<file path="src/rtl/pwm_bank.sv">
// Multi-channel PWM bank with shadowed on/off periods, invert and N-pulse one-shot mode.
// Define PWM_IRQ_EN to add the sticky one-shot-done status bits and the irq output.
module pwm_bank #(
    parameter int NUM_CH    = 5,
    parameter int CNT_WIDTH = 16,
    localparam int CH_AW    = (NUM_CH > 1) ? $clog2(NUM_CH) : 1
) (
    input  logic                 clock,
    input  logic                 reset,
    input  logic                 wr_en,
    input  logic [CH_AW-1:0]     wr_ch,
    input  logic [1:0]           wr_sel,
    input  logic [CNT_WIDTH-1:0] wr_data,
    output logic [NUM_CH-1:0]    pwm_out,
    output logic [NUM_CH-1:0]    busy
`ifdef PWM_IRQ_EN
    ,
    output logic                 irq
`endif
);

    typedef enum logic [1:0] {
        ST_IDLE = 2'd0,
        ST_ON   = 2'd1,
        ST_OFF  = 2'd2
    } state_t;

    localparam logic [CNT_WIDTH-1:0] ONE = CNT_WIDTH'(1);

`ifdef PWM_IRQ_EN
    logic [NUM_CH-1:0] status;
`endif

    for (genvar g = 0; g < NUM_CH; g++) begin : g_ch
        state_t               st, st_n;
        logic [CNT_WIDTH-1:0] on_sh, off_sh, pc_sh;
        logic [CNT_WIDTH-1:0] on_a, off_a, cnt, rem;
        logic [CNT_WIDTH-1:0] on_a_n, off_a_n, cnt_n, rem_n;
        logic                 en, en_n, inv, oneshot;
        logic                 pwm_q, busy_q;
        logic                 hit, ctrl_wr, en_w, os_w;
        logic                 boundary, start;
`ifdef PWM_IRQ_EN
        logic                 done;
        logic                 stat;
`endif

        assign hit     = wr_en && (wr_ch == CH_AW'(g));
        assign ctrl_wr = hit && (wr_sel == 2'd2);
        assign en_w    = ctrl_wr ? wr_data[0] : en;
        assign os_w    = ctrl_wr ? wr_data[2] : oneshot;

        always_comb begin
            st_n     = st;
            cnt_n    = cnt;
            rem_n    = rem;
            on_a_n   = on_a;
            off_a_n  = off_a;
            en_n     = en_w;
            boundary = 1'b0;
            start    = 1'b0;
`ifdef PWM_IRQ_EN
            done     = 1'b0;
`endif
            case (st)
                ST_IDLE: begin
                    if (en_w) begin
                        if (os_w && (pc_sh == '0)) begin
                            en_n = 1'b0;
                        end else begin
                            rem_n = pc_sh;
                            start = 1'b1;
                        end
                    end
                end
                ST_ON: begin
                    if (cnt == '0) begin
                        if (off_a != '0) begin
                            st_n  = ST_OFF;
                            cnt_n = off_a - ONE;
                        end else begin
                            boundary = 1'b1;
                        end
                    end else begin
                        cnt_n = cnt - ONE;
                    end
                end
                ST_OFF: begin
                    if (cnt == '0) boundary = 1'b1;
                    else           cnt_n = cnt - ONE;
                end
                default: st_n = ST_IDLE;
            endcase

            // End of a full period: one-shot trains count down, continuous ones just reload.
            if (boundary) begin
                if (os_w) begin
                    if (rem <= ONE) begin
                        st_n = ST_IDLE;
                        en_n = 1'b0;
`ifdef PWM_IRQ_EN
                        done = 1'b1;
`endif
                    end else begin
                        rem_n = rem - ONE;
                        start = 1'b1;
                    end
                end else begin
                    start = 1'b1;
                end
            end

            // A zero-length phase is skipped in the same cycle; both zero parks in IDLE.
            if (start) begin
                on_a_n  = on_sh;
                off_a_n = off_sh;
                if (on_sh != '0) begin
                    st_n  = ST_ON;
                    cnt_n = on_sh - ONE;
                end else if (off_sh != '0) begin
                    st_n  = ST_OFF;
                    cnt_n = off_sh - ONE;
                end else begin
                    st_n = ST_IDLE;
                end
            end

            if (ctrl_wr && !wr_data[0]) st_n = ST_IDLE;
        end

        always_ff @(posedge clock) begin
            if (reset) begin
                st      <= ST_IDLE;
                cnt     <= '0;
                rem     <= '0;
                on_a    <= '0;
                off_a   <= '0;
                on_sh   <= '0;
                off_sh  <= '0;
                pc_sh   <= '0;
                en      <= 1'b0;
                inv     <= 1'b0;
                oneshot <= 1'b0;
                pwm_q   <= 1'b0;
                busy_q  <= 1'b0;
            end else begin
                st      <= st_n;
                cnt     <= cnt_n;
                rem     <= rem_n;
                on_a    <= on_a_n;
                off_a   <= off_a_n;
                en      <= en_n;
                pwm_q   <= (st == ST_ON) ? ~inv : inv;
                busy_q  <= (st != ST_IDLE);
                if (hit) begin
                    case (wr_sel)
                        2'd0: on_sh  <= wr_data;
                        2'd1: off_sh <= wr_data;
                        2'd2: begin
                            inv     <= wr_data[1];
                            oneshot <= wr_data[2];
                        end
                        default: pc_sh <= wr_data;
                    endcase
                end
            end
        end

        assign pwm_out[g] = pwm_q;
        assign busy[g]    = busy_q;

`ifdef PWM_IRQ_EN
        // Completion beats a clear landing on the same edge.
        always_ff @(posedge clock) begin
            if (reset)                         stat <= 1'b0;
            else if (done)                     stat <= 1'b1;
            else if (ctrl_wr && wr_data[3])    stat <= 1'b0;
        end
        assign status[g] = stat;
`endif
    end

`ifdef PWM_IRQ_EN
    always_ff @(posedge clock) begin
        if (reset) irq <= 1'b0;
        else       irq <= |status;
    end
`endif

endmodule
</file>
<file path="config.mk">
export PLATFORM = sky130hd
export DESIGN_NAME = pwm_bank
export DESIGN_NICKNAME = d
export VERILOG_FILES = /design/src/rtl/pwm_bank.sv
export SDC_FILE = /design/constraint.sdc
export NUM_CORES = 2
export LEC_CHECK = 0
export BUFFER_PORTS_ARGS = -buffer_cell sky130_fd_sc_hd__buf_2
export CAP_MARGIN = 40
export CORE_MARGIN = 1
export CORE_UTILIZATION = 35
export CTS_CLUSTER_SIZE = 20
export DETAILED_ROUTE_END_ITERATION = 12
export GPL_ROUTABILITY_DRIVEN = 0
export SLEW_MARGIN = 10
export SYNTH_ARGS = -nofsm -noshare
export SYNTH_HDL_FRONTEND = slang
export SYNTH_SLANG_ARGS = --single-unit
</file>
<file path="constraint.sdc">
create_clock -name clock -period 2.9 [get_ports clock]
set_input_delay 0.145 -clock clock [delete_from_list [all_inputs] [get_ports clock]]
set_output_delay 0.145 -clock clock [all_outputs]
set_load 0.05 [all_outputs]
</file>
==> flow_metrics.tcl <==
set metrics [dict create \
    status "complete, but fails checks" \
    violations "negative setup slack" \
    maxCapViolCount 0 \
    relSlewSlack_pct 42.4 \
    r2r_end "g_ch[3].rem[14]$_SDFF_PP0_" \
    async_reset_ff_share_pct 0 \
    die_y_um 293 \
    drt_iter0_drc 3122 \
    yosysUniqueCellTypes 103 \
    io-pin-count 34 \
    synth_edf_count 0 \
    tightest_slew_ns 0.865 \
    timing.hold.ws_ns 0.0232 \
    timing.final.crit_share_pct 101 \
    numCtsBuffers 59 \
    post-synth-top-count-cell "nand2_1" \
    ir_drop_mv 0.490 \
    cp.required_ns 3.47 \
    fp.dieArea_um2 85600 \
    crit_slowest_cell "or4bb_4" \
    clk_latency_ns 0.66 \
    yosysTopAreaCell "dfxtp_1" \
    worstHoldStart "wr_data[8]" \
    critPathKind "flop to flop" \
    yosys-top-cells-area "dfxtp_1 35%, nand2_1 9.6%, a21oi_1 7.6%, nor2_1 4.7%, o21ai_0 3.2%" \
    timing.fmax_ghz 0.343 \
    initial_core_util_pct 35.4 \
    viasPerCell 5.67 \
    syn_to_final_growth_pct 16.0 \
    reg2reg_depth 9 \
    num-fill-cells 8591 \
    drv_slew 0 \
    grt_pass1_vias 27000 \
    ys_ff_latch 515 \
    nets 4145 \
    setup_tns_ns -0.0185 \
    fin_util_pct 41.0 \
    ys_seq_area_share_pct 34.9 \
    clock_skew_ns 0.0572 \
    min_period_ns 2.92 \
    leakage_nw 13.0 \
    yosysTopAreaCellShare_pct 34.9 \
    worstSetupStartpointType "flop" \
    hold_depth 3 \
    grt_max_degree 141 \
    cp_max_fo 4 \
    max-clock-path-buffers 3 \
    setup.worst_path.end_class "flop" \
    cts_tree "yes" \
    crit_buf_inv 1 \
    synth_area_um2 29600 \
    slowest_delay_ns 0.54 \
    via_count 29400 \
    yosysWarnings 0 \
    antenna_found_initial 2 \
    ff_latch_area_um2 10300 \
    final_hold_viol_count 0 \
    h-tree-depth 2 \
    hold_end "g_ch[0].off_sh[8]$_SDFFE_PP0P_" \
    p_per_area_nw_per_um2 483 \
    worst-r2r-setup-slack_ns -0.02 \
    cts_root_buf "clkbuf_16" \
    cts_sinks 515 \
    coreArea_um2 83600 \
    synth_common_cells "759 x nand2_1, 515 x dfxtp_1, 450 x a21oi_1" \
    multi_input_area_um2 18100 \
    dp_hpwl_mm 67.4 \
    ant_nets 0 \
    setup_ws_ns -0.0185 \
    post_drt_wl_per_cell_um 18.6 \
    rows 106 \
    synth_area_per_cell_um2 7.48 \
    ys.flop_type "dfxtp_1" \
    hp-class "input port to flop" \
    synthCells 3952 \
    grt_pass1_wl_mm 153 \
    overflow 0 \
    drive_gt1_share_pct 11.5 \
    placement.io_buffers 33 \
    dr.pass1.iters 6 \
    r2r-start "g_ch[3].st[1]$_SDFF_PP0_" \
    cp_top_family "simple AND/OR/NAND/NOR gates" \
    path_clk_slew_ns 0.06 \
    setup_violations 1 \
    die_w_um 293 \
    cp.arrival_ns 3.48 \
    grtUsageTotal_pct 21.9 \
    synth_nets 4041 \
    route.detailed.drc 0 \
    rsz0062_at_grt "true" \
    path_cells "inv_2 > ha_4 > or4bb_4 > nor4_4 > o211ai_2 > nand3b_4 > or4_4 > o21a_1 > nor4_1" \
    drt_wl_total_mm 96.4 \
]
-- area by class of cell --
class | count | share of cell area, %
multi-input cells | 3113 | 52.8
repair buffers | 271 | 5.96
clock inverters | 25 | 1.18
flip-flops and latches | 515 | 30.1
inverters | 96 | 1.06
clock buffers | 84 | 4.93
well taps | 1080 | 3.94
diodes | 1 | 0.00730
-- routing by layer --
| metal | wire length [um] | global-route usage (%) | share of wire (%) | vias to the layer above |
|---|---|---|---|---|
| li1 | - | - | - | 14400 |
| met3 | 5850 | 2.69 | 6.1 | 160 |
| met4 | 2380 | 5.89 | 2.5 | 2 |
| met5 | 13 | 0 | 0.013 | - |
| met1 | 44700 | 31.0 | 46 | 14000 |
| met2 | 43500 | 34.8 | 45 | 928 |
-- flip-flops by register name (all words and copies together) (netlist names) --
signal        count
g_ch.cnt         80
g_ch.busy_q       5
g_ch.oneshot      5
g_ch.pwm_q        5
g_ch.off_a       80
g_ch.en           5
g_ch.pc_sh       80
g_ch.on_sh       80
g_ch.off_sh      80
g_ch.rem         80
g_ch.inv          5
g_ch.st          10
-- cell usage in the layout (no fill, tap or decap), drive strengths merged, types with 29 or more instances in the layout --
cell,instances
a211oi,40
a21oi,451
a221oi,39
a31oi,31
buf,266
clkbuf,84
dfxtp,515
ha,65
inv,98
mux2i,77
nand2,759
nand3,79
nand4,34
nor2,371
nor3,126
nor3b,29
nor4,123
o211ai,29
o21ai,193
or3,39
or4,39
xnor2,97
xor2,82
-- report_power, final --
group          switching (mW)  leakage (nW)  total [mW]  internal, mW
combinational           0.925          7.86        1.36         0.437
sequential             0.0558          4.15        7.17          7.12
clock                    3.24         0.999        8.03          4.79
-- worst reg2reg max path, stage by stage, from the launching register on --
cell      delay [ns]
dfxtp_2         0.33
inv_2           0.08
ha_4            0.13
or4bb_4         0.54
nor4_4          0.36
o211ai_2        0.21
nand3b_4        0.22
or4_4           0.53
o21a_1          0.19
nor4_1          0.25
-- cell families (layout without fill, tap and decap cells) --
kind of cell | count (synthesis) | after routing | share of synthesized area, %
muxes | 86 | 86 | 2.95
other | 0 | 1 | 0
AOI/OAI and AO/OA | 1022 | 1022 | 21.3
DFF | 515 | 515 | 34.9
and+or+nand+nor | 1761 | 1761 | 28.4
xor gates and xnor gates | 179 | 179 | 5.30
adders and majority gates | 65 | 65 | 2.75
buffers and inverters | 324 | 476 | 4.39
-- what timing repair did --
| item | in CTS | in global routing |
|---|---|---|
| hold endpoints to repair | 57 | 0 |
| hold buffers | 4 | 0 |
| gates resized for setup | 3 | 39 |
| pin swaps | 0 | 8 |
| endpoints found under the setup margin | 5 | 156 |
| buffers inserted | 0 | 3 |
-- metrics by stage --
step / instances / total power [mW] / setup WS, ns / area, um2
2_1_floorplan: 3952 / 8.14 / 0.139 / 29600
3_3_place_gp: 5065 / 8.65 / -0.380 / 31900
3_5_place_dp: 5068 / 8.65 / -0.0836 / 32000
4_1_cts: 5181 / 16.7 / 0.0104 / 34100
5_1_grt: 5184 / 17.1 / -0.124 / 34300
6_report: 5185 / 16.6 / -0.0185 / 34300
-- how the worst max path moves through the flow --
stage	from	end	slack, ns	cells after the start
final	g_ch[3].st[1]$_SDFF_PP0_	g_ch[3].rem[14]$_SDFF_PP0_	-0.02	9
after global routing	g_ch[3].st[1]$_SDFF_PP0_	g_ch[3].rem[14]$_SDFF_PP0_	-0.12	9
after CTS	g_ch[1].off_a[0]$_SDFFE_PP0N_	g_ch[1].rem[0]$_SDFF_PP0_	0.01	10
after detailed placement	wr_ch[1]	g_ch[4].rem[10]$_SDFF_PP0_	-0.08	10
after global placement	wr_ch[1]	g_ch[4].rem[15]$_SDFF_PP0_	-0.38	9
after floorplan	g_ch[4].off_a[0]$_SDFFE_PP0N_	g_ch[4].rem[14]$_SDFF_PP0_	0.14	9
(Power assumes the default switching activity.)
